File: config.mk
export PLATFORM = sky130hd
export DESIGN_NAME = fix2float32_stage
export DESIGN_NICKNAME = d
export VERILOG_FILES = /design/src/rtl/fix2float32_stage.sv
export SDC_FILE = /design/constraint.sdc
export NUM_CORES = 2
export LEC_CHECK = 0
export BUFFER_PORTS_ARGS = -buffer_cell sky130_fd_sc_hd__buf_2
export CORE_MARGIN = 3
export CORE_UTILIZATION = 60
export DETAILED_ROUTE_END_ITERATION = 7
export MAX_ROUTING_LAYER = met4
export PLACE_DENSITY = 0.74
export SLEW_MARGIN = 10
export SYNTH_ARGS = -nofsm -noshare
export SYNTH_HDL_FRONTEND = slang
export SYNTH_SLANG_ARGS = --single-unit
File: constraint.sdc
create_clock -name CLK -period 15.3 [get_ports CLK]
set_input_delay 2.295 -clock CLK [delete_from_list [all_inputs] [get_ports CLK]]
set_output_delay 2.295 -clock CLK [all_outputs]
set_load 0.02 [all_outputs]
File: src/rtl/fix2float32_stage.sv
`default_nettype none
// +----------------------------------------------------------------------------+
// | Module   : fix2float32_stage                                               |
// | Purpose  : Final stage of the exponential unit. Normalises an unsigned    |
// |            Q3.23 partial result with an iterative shifter, multiplies it   |
// |            by the FP32 scale factor e^b and emits one IEEE-754 single      |
// |            per accepted job.                                               |
// | Ports    : CLK, RST (sync, active-high)                                    |
// |            start         - one-cycle job strobe, accepted only when idle   |
// |            FIXED_IN      - Q3.23 operand (bits 25:23 int, 22:0 fraction)   |
// |            FLOAT32_SCALE - FP32 scale factor                               |
// |            FLOAT32_OUT   - FP32 result, held until the next done           |
// |            done          - one-cycle pulse, FLOAT32_OUT valid with it      |
// |            ready         - FSM is idle                                     |
// |            overrun       - sticky, start seen while busy                   |
// | Options  : ROUND_NEAREST_EN - round-to-nearest-even instead of truncation |
// | Revision : 1.0  initial release                                            |
// +----------------------------------------------------------------------------+
module fix2float32_stage (
  input  logic        CLK,
  input  logic        RST,
  input  logic        start,
  input  logic [25:0] FIXED_IN,
  input  logic [31:0] FLOAT32_SCALE,
  output logic [31:0] FLOAT32_OUT,
  output logic        done,
  output logic        ready,
  output logic        overrun
);

  localparam logic [2:0] S_IDLE = 3'd0;
  localparam logic [2:0] S_NORM = 3'd1;
  localparam logic [2:0] S_MUL  = 3'd2;
  localparam logic [2:0] S_PACK = 3'd3;
  localparam logic [2:0] S_DONE = 3'd4;

  logic [2:0]        state_q, state_d;
  logic [25:0]       shift_q;
  logic [31:0]       scale_q;
  logic signed [5:0] ef_q;
  logic              zero_q;
  logic              mul_ph_q;
  logic [47:0]       prod_q;
  logic [22:0]       mant_q;
  logic signed [9:0] exp_q;
  logic [31:0]       out_q;
  logic              overrun_q;
`ifdef ROUND_NEAREST_EN
  logic              guard_q;
  logic              sticky_q;
  logic [23:0]       w_inc;
`else
  // Truncation never looks below the kept mantissa bits.
  logic              w_unused_lsbs;
  assign w_unused_lsbs = ^prod_q[22:0];
`endif

  logic              w_zero;
  logic              w_norm_ok;
  logic signed [9:0] w_exp_base;
  logic [22:0]       w_mant_r;
  logic signed [9:0] w_exp_r;
  logic [31:0]       w_pack;

  assign w_zero     = (shift_q == 26'd0);
  assign w_norm_ok  = ~shift_q[25] & ~shift_q[24] & shift_q[23];
  assign w_exp_base = $signed({2'b00, scale_q[30:23]}) + $signed({{4{ef_q[5]}}, ef_q});

  // State register
  always_ff @(posedge CLK) begin
    if (RST) state_q <= S_IDLE;
    else     state_q <= state_d;
  end

  // Next-state logic; MUL spends one cycle on the product and one on selection.
  always_comb begin
    state_d = state_q;
    case (state_q)
      S_IDLE:  if (start) state_d = S_NORM;
      S_NORM:  if (w_zero || w_norm_ok) state_d = S_MUL;
      S_MUL:   if (mul_ph_q) state_d = S_PACK;
      S_PACK:  state_d = S_DONE;
      S_DONE:  state_d = S_IDLE;
      default: state_d = S_IDLE;
    endcase
  end

  // Output logic
  always_comb begin
    ready = (state_q == S_IDLE);
    done  = (state_q == S_DONE);
  end

  assign FLOAT32_OUT = out_q;
  assign overrun     = overrun_q;

  // Rounding and special-case packing from the selected mantissa/exponent.
  always_comb begin
    w_mant_r = mant_q;
    w_exp_r  = exp_q;
`ifdef ROUND_NEAREST_EN
    w_inc = {1'b0, mant_q} + 24'd1;
    if (guard_q && (sticky_q || mant_q[0])) begin
      w_mant_r = w_inc[22:0];
      // All-ones mantissa rolls over: 1.111.. rounds up to 2.0.
      if (w_inc[23]) w_exp_r = exp_q + 10'sd1;
    end
`endif
    if (scale_q[30:23] == 8'hFF)
      w_pack = scale_q;
    else if (zero_q || (scale_q[30:23] == 8'h00))
      w_pack = {scale_q[31], 31'd0};
    else if (w_exp_r >= 10'sd255)
      w_pack = {scale_q[31], 8'hFF, 23'd0};
    else if (w_exp_r <= 10'sd0)
      w_pack = {scale_q[31], 31'd0};
    else
      w_pack = {scale_q[31], w_exp_r[7:0], w_mant_r};
  end

  // Datapath
  always_ff @(posedge CLK) begin
    if (RST) begin
      out_q     <= 32'd0;
      overrun_q <= 1'b0;
      zero_q    <= 1'b0;
      mul_ph_q  <= 1'b0;
    end else begin
      if (start && (state_q != S_IDLE)) overrun_q <= 1'b1;
      case (state_q)
        S_IDLE: begin
          if (start) begin
            shift_q  <= FIXED_IN;
            scale_q  <= FLOAT32_SCALE;
            ef_q     <= 6'sd0;
            zero_q   <= 1'b0;
            mul_ph_q <= 1'b0;
          end
        end
        S_NORM: begin
          if (w_zero) begin
            zero_q <= 1'b1;
          end else if (shift_q[25] || shift_q[24]) begin
            shift_q <= {1'b0, shift_q[25:1]};
            ef_q    <= ef_q + 6'sd1;
          end else if (!shift_q[23]) begin
            shift_q <= {shift_q[24:0], 1'b0};
            ef_q    <= ef_q - 6'sd1;
          end
        end
        S_MUL: begin
          if (!mul_ph_q) begin
            prod_q   <= 48'({1'b1, scale_q[22:0]}) * 48'(shift_q[23:0]);
            mul_ph_q <= 1'b1;
          end else begin
            mul_ph_q <= 1'b0;
            // Product of two [1,2) values lies in [1,4); bit47 marks [2,4).
            if (prod_q[47]) begin
              mant_q   <= prod_q[46:24];
              exp_q    <= w_exp_base + 10'sd1;
`ifdef ROUND_NEAREST_EN
              guard_q  <= prod_q[23];
              sticky_q <= |prod_q[22:0];
`endif
            end else begin
              mant_q   <= prod_q[45:23];
              exp_q    <= w_exp_base;
`ifdef ROUND_NEAREST_EN
              guard_q  <= prod_q[22];
              sticky_q <= |prod_q[21:0];
`endif
            end
          end
        end
        S_PACK:  out_q <= w_pack;
        default: ;
      endcase
    end
  end

endmodule
`default_nettype wire

==> summary.txt <==
Run status
  • Status: finished clean

Setup path
  • WS Path Type: register to register
  • Reg2Reg Setup Slack: 7.49 ns
  • Crit path capture type: register
  • Critical path peak fanout: 26
  • Critical path launch point type: register
  • Critical path arrival: 8.00 ns
  • Crit path required time: 15.48 ns

Synthesis
  • Synth cell types: 65
  • Top post-synthesis cells by area: fa_1 38%, edfxtp_1 15%, ha_1 9.1%
  • Async set-reset flop share out of synthesis: 0%
  • Synthesized area: 25300 um2
  • Syn Area/Cell: 9.54 um2
  • Most common cell in the synthesized netlist: inv_1
  • Top cell type's share of synthesized area: 38.3%
  • Most used DFF post-synth: edfxtp_1
  • Most frequent cells after synthesis: 575 x inv_1, 483 x fa_1, 361 x nand2_1
  • EDFF count, synth: 122
  • Sequential fraction of the synthesis area: 17.5%
  • Yosys warnings: 0
  • Post-Syn Nets: 3376
  • Synth Instances: 2648
  • Synth area leader: fa_1
  • #FFs+latches synth: 160

Floorplan
  • Die area: 44600 um2
  • Vert. Die Dim: 211 um
  • Row cnt: 74
  • Initial core utilization: 61.3%
  • Core box area: 41200 um2
  • Io pins: 96
  • Die width: 211 um

Clocking
  • Setup Buffers After CTS: 0
  • Root Driver: clkbuf_16
  • Worst-path clk slew: 0.08 ns
  • Hold buffer count at cts: 0
  • CTS resizes: 0
  • Num CTS Buffers: 17
  • Clock buffer depth: 2
  • CTS sink cnt: 160
  • Clk_lat worst skew: 0.43 ns
  • H-tree Lvls: 4
  • Clock tree from TritonCTS: done

Drt
  • WL met3: 5.31 mm
  • Violation count after the first detailed-route iteration: 1511
  • Post-route ant nets: 0
  • Total wire length: 67.4 mm
  • DRT met1 WL: 25.2 mm
  • Metal2 WL: 33.9 mm
  • DR pass1 iterations: 6
  • Vias: 18.6k
  • Drt via density: 5.78
  • Wire length per cell: 20.9 um
  • # DRC: 0
  • Top Layer Used: met4

Placed design
  • Pre-CTS WS: 7.61 ns
  • PortBufs: 95
  • HPWL after DPL: 49.4 mm
  • GPL Wtd Cong: 0.970

Global route
  • Global-route wire length before repair: 109 mm
  • Global Route Usage Sum: 32.5%
  • Largest net degree at the start of global routing: 49
  • Vias in the first global route: 20.6k
  • Initial antenna violation count: 2
  • Grt ovf: 0

Finish
  • Nets: 3397
  • Area Growth Syn to Fin: 6.53%
  • Share of cells above drive strength 1: 8.05%
  • Final Util: 65.3%

STA
  • Tmin final: 7.81 ns
  • Setup TNS Final: 0 ns
  • Worst-Margin Slew: 1.33 ns
  • Tcrit/Tclk final: 51.1%
  • Clk_skew: 0.0165 ns
  • Final worst setup slack: 7.49 ns
  • Fmax: 0.128 GHz
  • Final hold violations: 0
  • Max-slew violations: 0
  • Slew headroom: 11.1%
  • WHS: 0.462 ns
  • Final setup fails: 0
  • Unrepaired setup endpoints after global routing: no

Flow run
  • Max_cap viols: 0

Hold path
  • Hold Crit Class: register to register
-- registers in the layout, summed over array words and instances, names as in the netlist --
register,count
overrun,1
prod_q,25
exp_q,10
shift_q,26
mul_ph_q,1
zero_q,1
FLOAT32_OUT,32
scale_q,32
ef_q,6
mant_q,23
state_q,3
-- area by class of cell --
cell class | instances | area [um2]
fillers | 3303 | 14300
inverters | 575 | 2160
well taps | 532 | 666
multi-input cells | 1773 | 18200
diodes | 2 | 5.00
clock buffers | 17 | 425
clock inverters | 15 | 218
repair buffers | 142 | 848
flip-flops and latches | 160 | 4420
-- placed cells by master, fill, tap and decap left out, types with 45 or more instances in the layout --
master,count
buf_4,46
ha_1,184
buf_2,95
inv_1,575
a21oi_1,71
fa_1,483
and2_1,285
edfxtp_1,122
nand2_1,361
o21ai_0,45
nor2_1,46
-- per-stage QoR --
stage	cell area [um2]	instances
final	26900	3216
after global routing	26900	3215
after CTS	26900	3213
after detailed placement	26200	3181
after global placement	26200	3181
after floorplan	25300	2648
-- path summary, 6_finish.rpt --
| path | cells after the start | start | to |
|---|---|---|---|
| setup / recovery | 24 | shift_q[3] | prod_q[43] |
| hold / removal | 2 | FLOAT32_OUT[31] | FLOAT32_OUT[31] |
| setup reg to reg | 24 | shift_q[3] | prod_q[43] |
| hold reg to reg | 2 | FLOAT32_OUT[31] | FLOAT32_OUT[31] |
-- cells by family (layout without fill, tap and decap cells) --
logic type | Yosys count | in the layout | synth area share, %
multiplexers | 26 | 26 | 1.15
XOR/XNOR | 48 | 48 | 1.66
AND/OR/NAND/NOR | 812 | 812 | 16.1
buffers and inverters | 715 | 749 | 10.7
other | 0 | 2 | 0
adder cells (fa/ha/maj) | 667 | 667 | 47.4
flip-flops | 160 | 160 | 17.5
AO/OA/AOI/OAI | 220 | 220 | 5.46
-- worst max-delay path, cell delays in order, from the launching register on --
cell	delay [ns]
edfxtp_1	1.14
nand2_1	0.20
fa_1	0.58
inv_1	0.05
fa_1	0.48
inv_1	0.06
fa_1	0.53
inv_1	0.05
fa_1	0.50
inv_1	0.06
fa_1	0.53
inv_1	0.05
fa_1	0.48
inv_1	0.05
fa_1	0.49
inv_1	0.05
ha_1	0.31
and4_4	0.20
and4_4	0.18
o211ai_1	0.08
nand4_1	0.35
o211ai_1	0.38
a21oi_1	0.16
or4b_1	0.49
o311a_1	0.13
-- layer usage --
metal	vias to the layer above	global-route usage (%)
li1	8108	-
met1	9450	39.1
met2	819	55.1
met3	223	5.24
met4	0	13.0
met5	-	-
Power is not shown: default switching activity piles up to over one toggle a cycle in this logic, so the estimate is an artifact.
